==> src/rtl/snoop_arbiter.sv <==
// Two-requester round-robin arbiter for the CPU snoop port. Each requester has its
// own auto-incrementing address pointer. One transaction is in flight at a time.
module snoop_arbiter #(
  parameter int READ_LAT = 1
) (
  input  logic       clk,
  input  logic       reset,
  input  logic       req0,
  input  logic [1:0] op0,
  input  logic [7:0] data0,
  output logic       ack0,
  input  logic       req1,
  input  logic [1:0] op1,
  input  logic [7:0] data1,
  output logic       ack1,
  output logic [7:0] rdata,
  output logic       busy,
  output logic [7:0] snoopa,
  output logic [7:0] snoopd,
  input  logic [7:0] snoopq,
  output logic       snoopp,
  output logic       snoopm
);

  typedef enum logic [2:0] {IDLE, SETUP, STROBE, WAIT, ACK} state_t;

  localparam logic [2:0] LAT_INIT   = 3'(READ_LAT);
  localparam logic [1:0] OP_SETADDR = 2'b00;
  localparam logic [1:0] OP_PROG    = 2'b01;
  localparam logic [1:0] OP_READ    = 2'b10;
  localparam logic [1:0] OP_MEMW    = 2'b11;

  state_t     state_reg, state_next;
  logic       gnt_reg, gnt_next;
  logic       last_grant_reg, last_grant_next;
  logic [1:0] op_reg, op_next;
  logic [7:0] data_reg, data_next;
  logic [2:0] cnt_reg, cnt_next;
  logic [7:0] snoopa_reg, snoopa_next;
  logic [7:0] snoopd_reg, snoopd_next;
  logic [7:0] rdata_reg, rdata_next;
  logic [15:0] addr_flat;
  logic [1:0] ack_vec;

  logic       grant_sel;
  logic [1:0] op_sel;
  logic [7:0] data_sel;
  logic [7:0] addr_sel;

  // On a tie the requester that did not win last time gets the port.
  assign grant_sel = (req0 && req1) ? ~last_grant_reg : req1;
  assign op_sel    = grant_sel ? op1 : op0;
  assign data_sel  = grant_sel ? data1 : data0;
  assign addr_sel  = grant_sel ? addr_flat[15:8] : addr_flat[7:0];

  always_comb begin
    state_next      = state_reg;
    gnt_next        = gnt_reg;
    last_grant_next = last_grant_reg;
    op_next         = op_reg;
    data_next       = data_reg;
    cnt_next        = cnt_reg;
    snoopa_next     = snoopa_reg;
    snoopd_next     = snoopd_reg;
    rdata_next      = rdata_reg;
    case (state_reg)
      IDLE: begin
        if (req0 || req1) begin
          gnt_next        = grant_sel;
          last_grant_next = grant_sel;
          op_next         = op_sel;
          data_next       = data_sel;
          if (op_sel == OP_SETADDR) begin
            state_next = ACK;
          end else begin
            snoopa_next = addr_sel;
            snoopd_next = data_sel;
            state_next  = SETUP;
          end
        end
      end
      SETUP: begin
        if (op_reg == OP_READ) begin
          cnt_next   = LAT_INIT;
          state_next = WAIT;
        end else begin
          state_next = STROBE;
        end
      end
      STROBE: state_next = ACK;
      WAIT: begin
        if (cnt_reg == 3'd1) begin
          rdata_next = snoopq;
          state_next = ACK;
        end else begin
          cnt_next = cnt_reg - 3'd1;
        end
      end
      ACK:     state_next = IDLE;
      default: state_next = IDLE;
    endcase
  end

  always_ff @(posedge clk) begin
    if (reset) begin
      state_reg      <= IDLE;
      gnt_reg        <= 1'b0;
      last_grant_reg <= 1'b1;
      op_reg         <= OP_SETADDR;
      data_reg       <= 8'h00;
      cnt_reg        <= 3'd0;
      snoopa_reg     <= 8'h00;
      snoopd_reg     <= 8'h00;
      rdata_reg      <= 8'h00;
    end else begin
      state_reg      <= state_next;
      gnt_reg        <= gnt_next;
      last_grant_reg <= last_grant_next;
      op_reg         <= op_next;
      data_reg       <= data_next;
      cnt_reg        <= cnt_next;
      snoopa_reg     <= snoopa_next;
      snoopd_reg     <= snoopd_next;
      rdata_reg      <= rdata_next;
    end
  end

  // Per-requester pointer and ack; only the granted requester's pointer moves.
  for (genvar gi = 0; gi < 2; gi++) begin : g_req
    logic [7:0] addr_reg;
    always_ff @(posedge clk) begin
      if (reset) begin
        addr_reg <= 8'h00;
      end else if (state_reg == ACK && gnt_reg == 1'(gi)) begin
        addr_reg <= (op_reg == OP_SETADDR) ? data_reg : addr_reg + 8'd1;
      end
    end
    assign addr_flat[gi*8 +: 8] = addr_reg;
    assign ack_vec[gi] = (state_reg == ACK) && (gnt_reg == 1'(gi));
  end

  assign ack0   = ack_vec[0];
  assign ack1   = ack_vec[1];
  assign busy   = (state_reg != IDLE);
  assign snoopa = snoopa_reg;
  assign snoopd = snoopd_reg;
  assign rdata  = rdata_reg;
  assign snoopp = (state_reg == STROBE) && (op_reg == OP_PROG);
  assign snoopm = (state_reg == STROBE) && (op_reg == OP_MEMW);

endmodule
==> config.mk <==
export PLATFORM = sky130hd
export DESIGN_NAME = snoop_arbiter
export DESIGN_NICKNAME = d
export VERILOG_FILES = /design/src/rtl/snoop_arbiter.sv
export SDC_FILE = /design/constraint.sdc
export NUM_CORES = 1
export LEC_CHECK = 0
export ABC_AREA = 1
export ABC_CLOCK_PERIOD_IN_PS = 1300
export BUFFER_PORTS_ARGS = -buffer_cell sky130_fd_sc_hd__buf_2
export CAP_MARGIN = 5
export CORE_MARGIN = 2
export CORE_UTILIZATION = 45
export CTS_CLUSTER_SIZE = 28
export DETAILED_ROUTE_END_ITERATION = 8
export MAX_ROUTING_LAYER = met4
export PLACE_DENSITY = 0.75
export SETUP_SLACK_MARGIN = 0.4
export SLEW_MARGIN = 20
export SYNTH_ARGS = -nofsm -noshare
export SYNTH_HDL_FRONTEND = slang
export SYNTH_SLANG_ARGS = --single-unit
==> constraint.sdc <==
create_clock -name clk -period 1.3 [get_ports clk]
set_input_delay 0 -clock clk [delete_from_list [all_inputs] [get_ports clk]]
set_output_delay 0 -clock clk [all_outputs]
set_load 0.02 [all_outputs]
==> run metrics, run 1 <==
outcome=finished with violations; failing checks=negative setup slack; Hold WS=~0.017 ns; half-perimeter wire length of the detailed placement result=5.69 mm; Worst Setup Path Type=reg -> reg; last weighted congestion value of the routability-driven placer=about 0.89; clock sink count=58; met2 routed WL=4.55 mm; Worst Setup Slack, final=-0.0539 ns; max-slew violation count=0; storage element area=1180 um^2; worst slew slack as a fraction of its limit=about 74%; achievable frequency=around 740 MHz; kind of start point of the critical path=flop; vias post-DR=3387; worst r2r path cells=8; overall die height=85.6 um; n_diodes=0; Net Sw Power=2470 uW; leading cell type in the layout, fill and taps excluded=sky130_fd_sc_hd__nand2_1; initial drt markers=208; total detailed-routing wirelength=between 9 and 10 mm; worst clock skew=slightly below 0.008 ns; Buf+Inv Stages, Crit Path=2; count of distinct cell types in the synthesized netlist=26; Synth Cell Area=between 2000 and 3000 um^2; total nets after synthesis=between 400 and 500; Core Box Area=6390 um^2; Max Fanout on Critical Path=6; Residual DRC=0; top layer used by detailed routing=met4; Worst Path Required=~1.6 ns; number of optimization iterations in the first detailed-route pass=5; Filler cells=~480; pin count of the biggest net entering global routing=44; area leader, netlist=sky130_fd_sc_hd__dfxtp_1; total count of hold-check failures in the final report=0; Detail Route Antenna Nets=0; highest ir drop seen on vdd=0.931 mV; sequential area share after synthesis=38.7%; total congestion overflow after global routing=0; I/O pin total=61; reg2reg setup slack=-0.05 ns; number of global-route vias before repair=3304; largest stage delay on the critical path=0.34 ns; capturing element type of the critical path=flop; number of maximum-capacitance violations=0; CTS clock-pin slew for the worst setup and hold paths=0.07 ns; Synth top area share=38.7%; power density over the cells=about 1500 nW/um^2; Critical R2R Launch=state_reg[0]; number of buffer cells added on primary ports=60; path length in cells of the critical path=8; number of standard cells after synthesis=449; Gate power share=42.4%; commonest non-fill, non-tap cells in the layout=86 x sky130_fd_sc_hd__nand2_1, 50 x sky130_fd_sc_hd__buf_2, 47 x sky130_fd_sc_hd__nor2_1; area of the multi-input gates=1840 um^2; final sum of negative setup slack=-0.709 ns; Die Outline Area=7330 um^2; total number of yosys warnings=0; family with the most delay on the worst path=simple AND/OR/NAND/NOR gates; number of levels in the clock H-tree=3; final clock period utilization by the worst path=104%; flip-flop count of the largest register after layout=16; cell at the slowest stage of the critical path=sky130_fd_sc_hd__dfxtp_2; placed cell area=3650 um^2; Detail Route met3 WL=557 um; fraction of power consumed by the clock network=a little under a quarter; routed wire length per instance=about 15 um; share of layout cells above drive strength 1=between 30% and 40%; standard-cell row count=29; relative contribution of sequential cells to total power=34.9%; number of antenna violations at the first check in global routing=0; first-pass GRT wire length=~15 mm; proportion of synthesized flip-flops having asynchronous set or reset=0%; number of nets in the layout=about 590; Layout Area Growth over Synthesis=45.7%; maximum count of clock buffers along a single path=2; mean instance size in the synthesized netlist=between 6 and 7 um^2; RSZ-0062 raised after global routing=true; slew at the pin closest to its max-slew limit=~0.39 ns; via density per instance=5.36; clock latency at the later pin of the worst-skew pair=0.35 ns; cell area after layout=4370 um^2; number of CTS-inserted buffers=9; number of enable-type register cells in the synthesized netlist=0; synth top area cells=sky130_fd_sc_hd__dfxtp_1 39%, sky130_fd_sc_hd__nand2_1 12%, sky130_fd_sc_hd__a21oi_1 7.8%; starting utilization of the core area=approximately 47%; Power Total=between 6000 and 7000 uW; root buffer cell=sky130_fd_sc_hd__clkbuf_8; clock tree from TritonCTS=yes; capturing element of the worst setup path=snoopa[0]; final-report setup violation count=20; floorplan die width=85.6 um; arrival time of the worst setup path=1.60 ns; internal power summed over all cells=4010 uW; leading register cell type out of synthesis=sky130_fd_sc_hd__dfxtp_1; net switching share of the total power=38.1%; leakage=0.00204 uW; global routing usage summed across all routing layers=26.4%; critical register-to-register path endpoint=snoopa[0]; synthesized flop and latch total=58; class of the tightest hold or removal check=in -> reg; cell-by-cell listing of the critical path=nor2_4, buf_6, nand2_4, nor2_4, nand2_4, buf_16, a21oi_2, nor2_1; CP startpoint=state_reg[0]; final worst path period need=1.35 ns; met1 wire length=3.89 mm
==> cell type report <==
class / count / area share [%]
inverter: 51 / 4.55
timing repair buffer: 111 / 20.4
sequential: 58 / 27.0
multi-input combinational: 319 / 42.1
tap: 77 / 2.21
clock buffer: 13 / 3.41
clock inverter: 3 / 0.344
==> power groups by stage <==
stage | clock (uW) | combinational, uW | sequential (uW)
after global routing | 1550 | 2970 | 2300
after global placement | 0 | 2110 | 2260
after CTS | 1470 | 2570 | 2250
after detailed placement | 0 | 2140 | 2270
final | 1470 | 2750 | 2270
after floorplan | 0 | 1360 | 2390
==> metal layers <==
layer | track usage, % | up-vias
li1 | - | 1644
met1 | 30.9 | 1572
met2 | 44.0 | 147
met3 | 4.43 | 24
met4 | 12.7 | 0
met5 | - | -
==> Yosys cell counts, types with 5 or more instances <==
| master | instances |
|---|---|
| sky130_fd_sc_hd__nand2_1 | 95 |
| sky130_fd_sc_hd__nor2_1 | 59 |
| sky130_fd_sc_hd__dfxtp_1 | 58 |
| sky130_fd_sc_hd__inv_1 | 48 |
| sky130_fd_sc_hd__a21oi_1 | 47 |
| sky130_fd_sc_hd__nand3_1 | 39 |
| sky130_fd_sc_hd__o21ai_0 | 34 |
| sky130_fd_sc_hd__nand3b_1 | 11 |
| sky130_fd_sc_hd__buf_2 | 8 |
| sky130_fd_sc_hd__clkbuf_1 | 6 |
| sky130_fd_sc_hd__nand2_2 | 6 |
| sky130_fd_sc_hd__o21a_1 | 6 |
| sky130_fd_sc_hd__buf_4 | 5 |
==> worst min path at each step <==
stage / from / endpoint / slack [ns] / cells past startpoint
2_1_floorplan: snoopq[0] / rdata[0] / 0.13 / 2
3_3_place_gp: snoopq[4] / rdata[4] / 0.22 / 3
5_1_grt: req1 / last_grant_reg / 0.04 / 3
3_5_place_dp: snoopq[1] / rdata[1] / 0.23 / 3
4_1_cts: data0[0] / snoopd[0] / 0.02 / 5
6_report: req1 / last_grant_reg / 0.02 / 3
==> kinds of logic (layout without fill, tap and decap cells) <==
family,count (synthesis),after routing,share of synthesized area (%)
XOR/XNOR,3,3,0.876
AO/OA/AOI/OAI,93,93,16.4
AND/OR/NAND/NOR,219,219,31.9
adder cells (fa/ha/maj),4,4,1.67
buffers and inverters,72,178,10.5
flip-flops,58,58,38.7
==> repair_timing <==
action                                  in CTS  in global routing
hold buffers                                 8                  0
hold endpoints to repair                     8                  0
pin swaps                                   19                  9
endpoints found under the setup margin      63                 68
cloned                                       2                  0
gates resized for setup                     56                 29
buffers inserted                            15                  4
==> worst min-delay path, stage by stage <==
cell	delay, ns
sky130_fd_sc_hd__buf_2	0.17
sky130_fd_sc_hd__nand3_2	0.11
sky130_fd_sc_hd__nand2_1	0.05
==> stage by stage <==
stage	utilization (%)	std cells	worst slack, ns
after global placement	57.2	587	-0.105
after floorplan	-	449	0.0945
after CTS	66.2	628	-0.0381
after global routing	68.4	632	-0.132
after detailed placement	57.2	587	-0.142
final	68.4	632	-0.0539
Power figures use the tool's default switching activity.
==> inputs of run 2 (changes only) <==
--- a/config.mk
+++ b/config.mk
@@ -6,15 +6,15 @@
 export NUM_CORES = 1
 export LEC_CHECK = 0
 export ABC_AREA = 1
-export ABC_CLOCK_PERIOD_IN_PS = 1300
+export ABC_CLOCK_PERIOD_IN_PS = 1400
 export BUFFER_PORTS_ARGS = -buffer_cell sky130_fd_sc_hd__buf_2
 export CAP_MARGIN = 5
-export CORE_MARGIN = 2
+export CORE_MARGIN = 4
 export CORE_UTILIZATION = 45
 export CTS_CLUSTER_SIZE = 28
 export DETAILED_ROUTE_END_ITERATION = 8
 export MAX_ROUTING_LAYER = met4
-export PLACE_DENSITY = 0.75
+export PLACE_DENSITY = 0.72
 export SETUP_SLACK_MARGIN = 0.4
 export SLEW_MARGIN = 20
 export SYNTH_ARGS = -nofsm -noshare
==> constraint.sdc (replaced) <==
create_clock -name clk -period 1.4 [get_ports clk]
set_input_delay 0 -clock clk [delete_from_list [all_inputs] [get_ports clk]]
set_output_delay 0 -clock clk [all_outputs]
set_load 0.02 [all_outputs]
==> run metrics, run 2 (synthesized netlist as in run 1, its figures left out) <==
outcome=complete, no violations; share of layout cells above drive strength 1=38.4% (about the same); maximum count of clock buffers along a single path=2 (unchanged); worst slew slack as a fraction of its limit=73.5% (-0.19 points); n_diodes=0 (unchanged); half-perimeter wire length of the detailed placement result=5.44 mm (-4.4%); class of the tightest hold or removal check=in -> reg; Worst Setup Path Type=reg -> reg; total congestion overflow after global routing=0 (unchanged); highest ir drop seen on vdd=0.684 mV (-27%); Layout Area Growth over Synthesis=46.9%; number of buffer cells added on primary ports=60 (unchanged); leading cell type in the layout, fill and taps excluded=sky130_fd_sc_hd__nand2_1; number of levels in the clock H-tree=3 (unchanged); number of maximum-capacitance violations=0 (unchanged); reg2reg setup slack=0.08 ns (+0.14 ns); I/O pin total=61 (unchanged); floorplan die width=89.6 um (+4.7%); worst r2r path cells=9 (+1); worst clock skew=0.0104 ns (+0.00255 ns); kind of start point of the critical path=flop; CTS clock-pin slew for the worst setup and hold paths=0.07 ns (about the same); root buffer cell=sky130_fd_sc_hd__clkbuf_8; clock tree from TritonCTS=yes; Detail Route Antenna Nets=0 (unchanged); power density over the cells=1440 nW/um^2 (-2.9%); final worst path period need=1.32 ns (-0.0369 ns); routed wire length per instance=14.6 um (+0.42%); Worst Path Required=1.68 ns (+0.13 ns); Power Total=6350 uW (-2.1%); Residual DRC=0 (unchanged); last weighted congestion value of the routability-driven placer=0.832 (-6.0%); Hold WS=0.0302 ns (+0.0132 ns); Max Fanout on Critical Path=12 (+6); Die Outline Area=8030 um^2 (+9.6%); final-report setup violation count=0 (-100%); max-slew violation count=0 (unchanged); number of nets in the layout=584 (-0.34%); slew at the pin closest to its max-slew limit=0.397 ns (+0.00697 ns); Critical R2R Launch=last_grant_reg; number of global-route vias before repair=3165 (-4.2%); commonest non-fill, non-tap cells in the layout=87 x sky130_fd_sc_hd__nand2_1, 56 x sky130_fd_sc_hd__buf_2, 47 x sky130_fd_sc_hd__dfxtp_1; critical register-to-register path endpoint=snoopa[5]; clock latency at the later pin of the worst-skew pair=0.35 ns (about the same); pin count of the biggest net entering global routing=43 (-2.3%); standard-cell row count=29 (unchanged); total detailed-routing wirelength=9.20 mm (about the same); Hold Crit Start=data0[5]; RSZ-0062 raised after global routing=true; final clock period utilization by the worst path=94.1% (-10 points); number of optimization iterations in the first detailed-route pass=4 (-1); Worst Setup Slack, final=0.0830 ns (+0.137 ns); clock sink count=58 (unchanged); initial drt markers=182 (-13%); met2 routed WL=4.55 mm (about the same); via density per instance=5.26 (-1.8%); flip-flop count of the largest register after layout=16 (unchanged); number of antenna violations at the first check in global routing=0 (unchanged); first-pass GRT wire length=14.7 mm (-1.1%); achievable frequency=759 MHz (+2.8%); final sum of negative setup slack=0 ns (+0.709 ns); Detail Route met3 WL=472 um (-15%); Core Box Area=6420 um^2 (+0.57%); capturing element type of the critical path=flop; arrival time of the worst setup path=1.60 ns (about the same); top layer used by detailed routing=met4; worst slack at placement=0.0701 ns (+0.212 ns); met1 wire length=4.03 mm (+3.4%); depth of the worst hold-timing path=5 (+2); vias post-DR=3309 (-2.3%); global routing usage summed across all routing layers=24.3% (-2.1 points); overall die height=89.6 um (+4.7%); leakage=0.00205 uW (+0.40%); Endpoint, Worst Hold=snoopd[5]; starting utilization of the core area=46.7% (-0.27 points); number of CTS-inserted buffers=9 (unchanged); total count of hold-check failures in the final report=0 (unchanged)
==> run 2: cell type report <==
| class | instances | area, um^2 |
|---|---|---|
| inverters | 51 | 206 |
| multi-input cells | 319 | 1850 |
| repair buffers | 109 | 863 |
| fillers | 504 | 2020 |
| clock buffers | 10 | 138 |
| clock inverters | 5 | 78.8 |
| well taps | 77 | 96.3 |
| flip-flops and latches | 58 | 1170 |
==> run 2: worst max-delay path: stages, from the launching register on <==
cell	delay (ns)
sky130_fd_sc_hd__dfxtp_2	0.36
sky130_fd_sc_hd__nand2_4	0.08
sky130_fd_sc_hd__nand2_4	0.10
sky130_fd_sc_hd__nand2_1	0.06
sky130_fd_sc_hd__nand2_1	0.14
sky130_fd_sc_hd__nand2_4	0.11
sky130_fd_sc_hd__buf_12	0.16
sky130_fd_sc_hd__nand3b_1	0.08
sky130_fd_sc_hd__nand2_1	0.05
sky130_fd_sc_hd__nor2_1	0.11
==> run 2: worst max path at each step <==
stage | startpoint | to | slack, ns | cells past startpoint
after floorplan | state_reg[1] | snoopa[6] | 0.19 | 8
after global placement | state_reg[2] | rdata[5] | 0.13 | 8
after detailed placement | state_reg[2] | rdata[2] | 0.07 | 8
after CTS | state_reg[0] | snoopd[3] | 0.09 | 7
after global routing | last_grant_reg | snoopa[4] | 0.006 | 9
final | last_grant_reg | snoopa[5] | 0.08 | 9
==> run 2: routing by layer <==
| layer | vias to the layer above | global-route usage [%] |
|---|---|---|
| li1 | 1642 | - |
| met1 | 1552 | 30.0 |
| met2 | 100 | 39.4 |
| met3 | 15 | 3.47 |
| met4 | 0 | 10.7 |
| met5 | - | - |
==> run 2: repair_timing <==
| action | CTS | global route |
|---|---|---|
| cloned | 3 | 3 |
| endpoints found under the setup margin | 63 | 63 |
| setup buffers | 17 | 3 |
| gates resized for setup | 74 | 29 |
| endpoints found under the hold margin | 8 | 0 |
| pin swaps | 22 | 9 |
| hold buffers | 8 | 0 |
==> run 2: per-stage QoR <==
step | cells | instance area (um^2) | utilization (%)
global placement | 580 | 3560 | 55.5
CTS | 623 | 4240 | 66.1
global route | 629 | 4410 | 68.6
finish | 629 | 4410 | 68.6
floorplan | 449 | 3150 | -
detailed placement | 580 | 3560 | 55.5
==> run 2: where the power goes <==
| part | internal [uW] | switching (uW) | total, uW |
|---|---|---|---|
| registers | 1910 | 184 | 2090 |
| clock network | 1040 | 714 | 1750 |
| logic | 1080 | 1420 | 2500 |
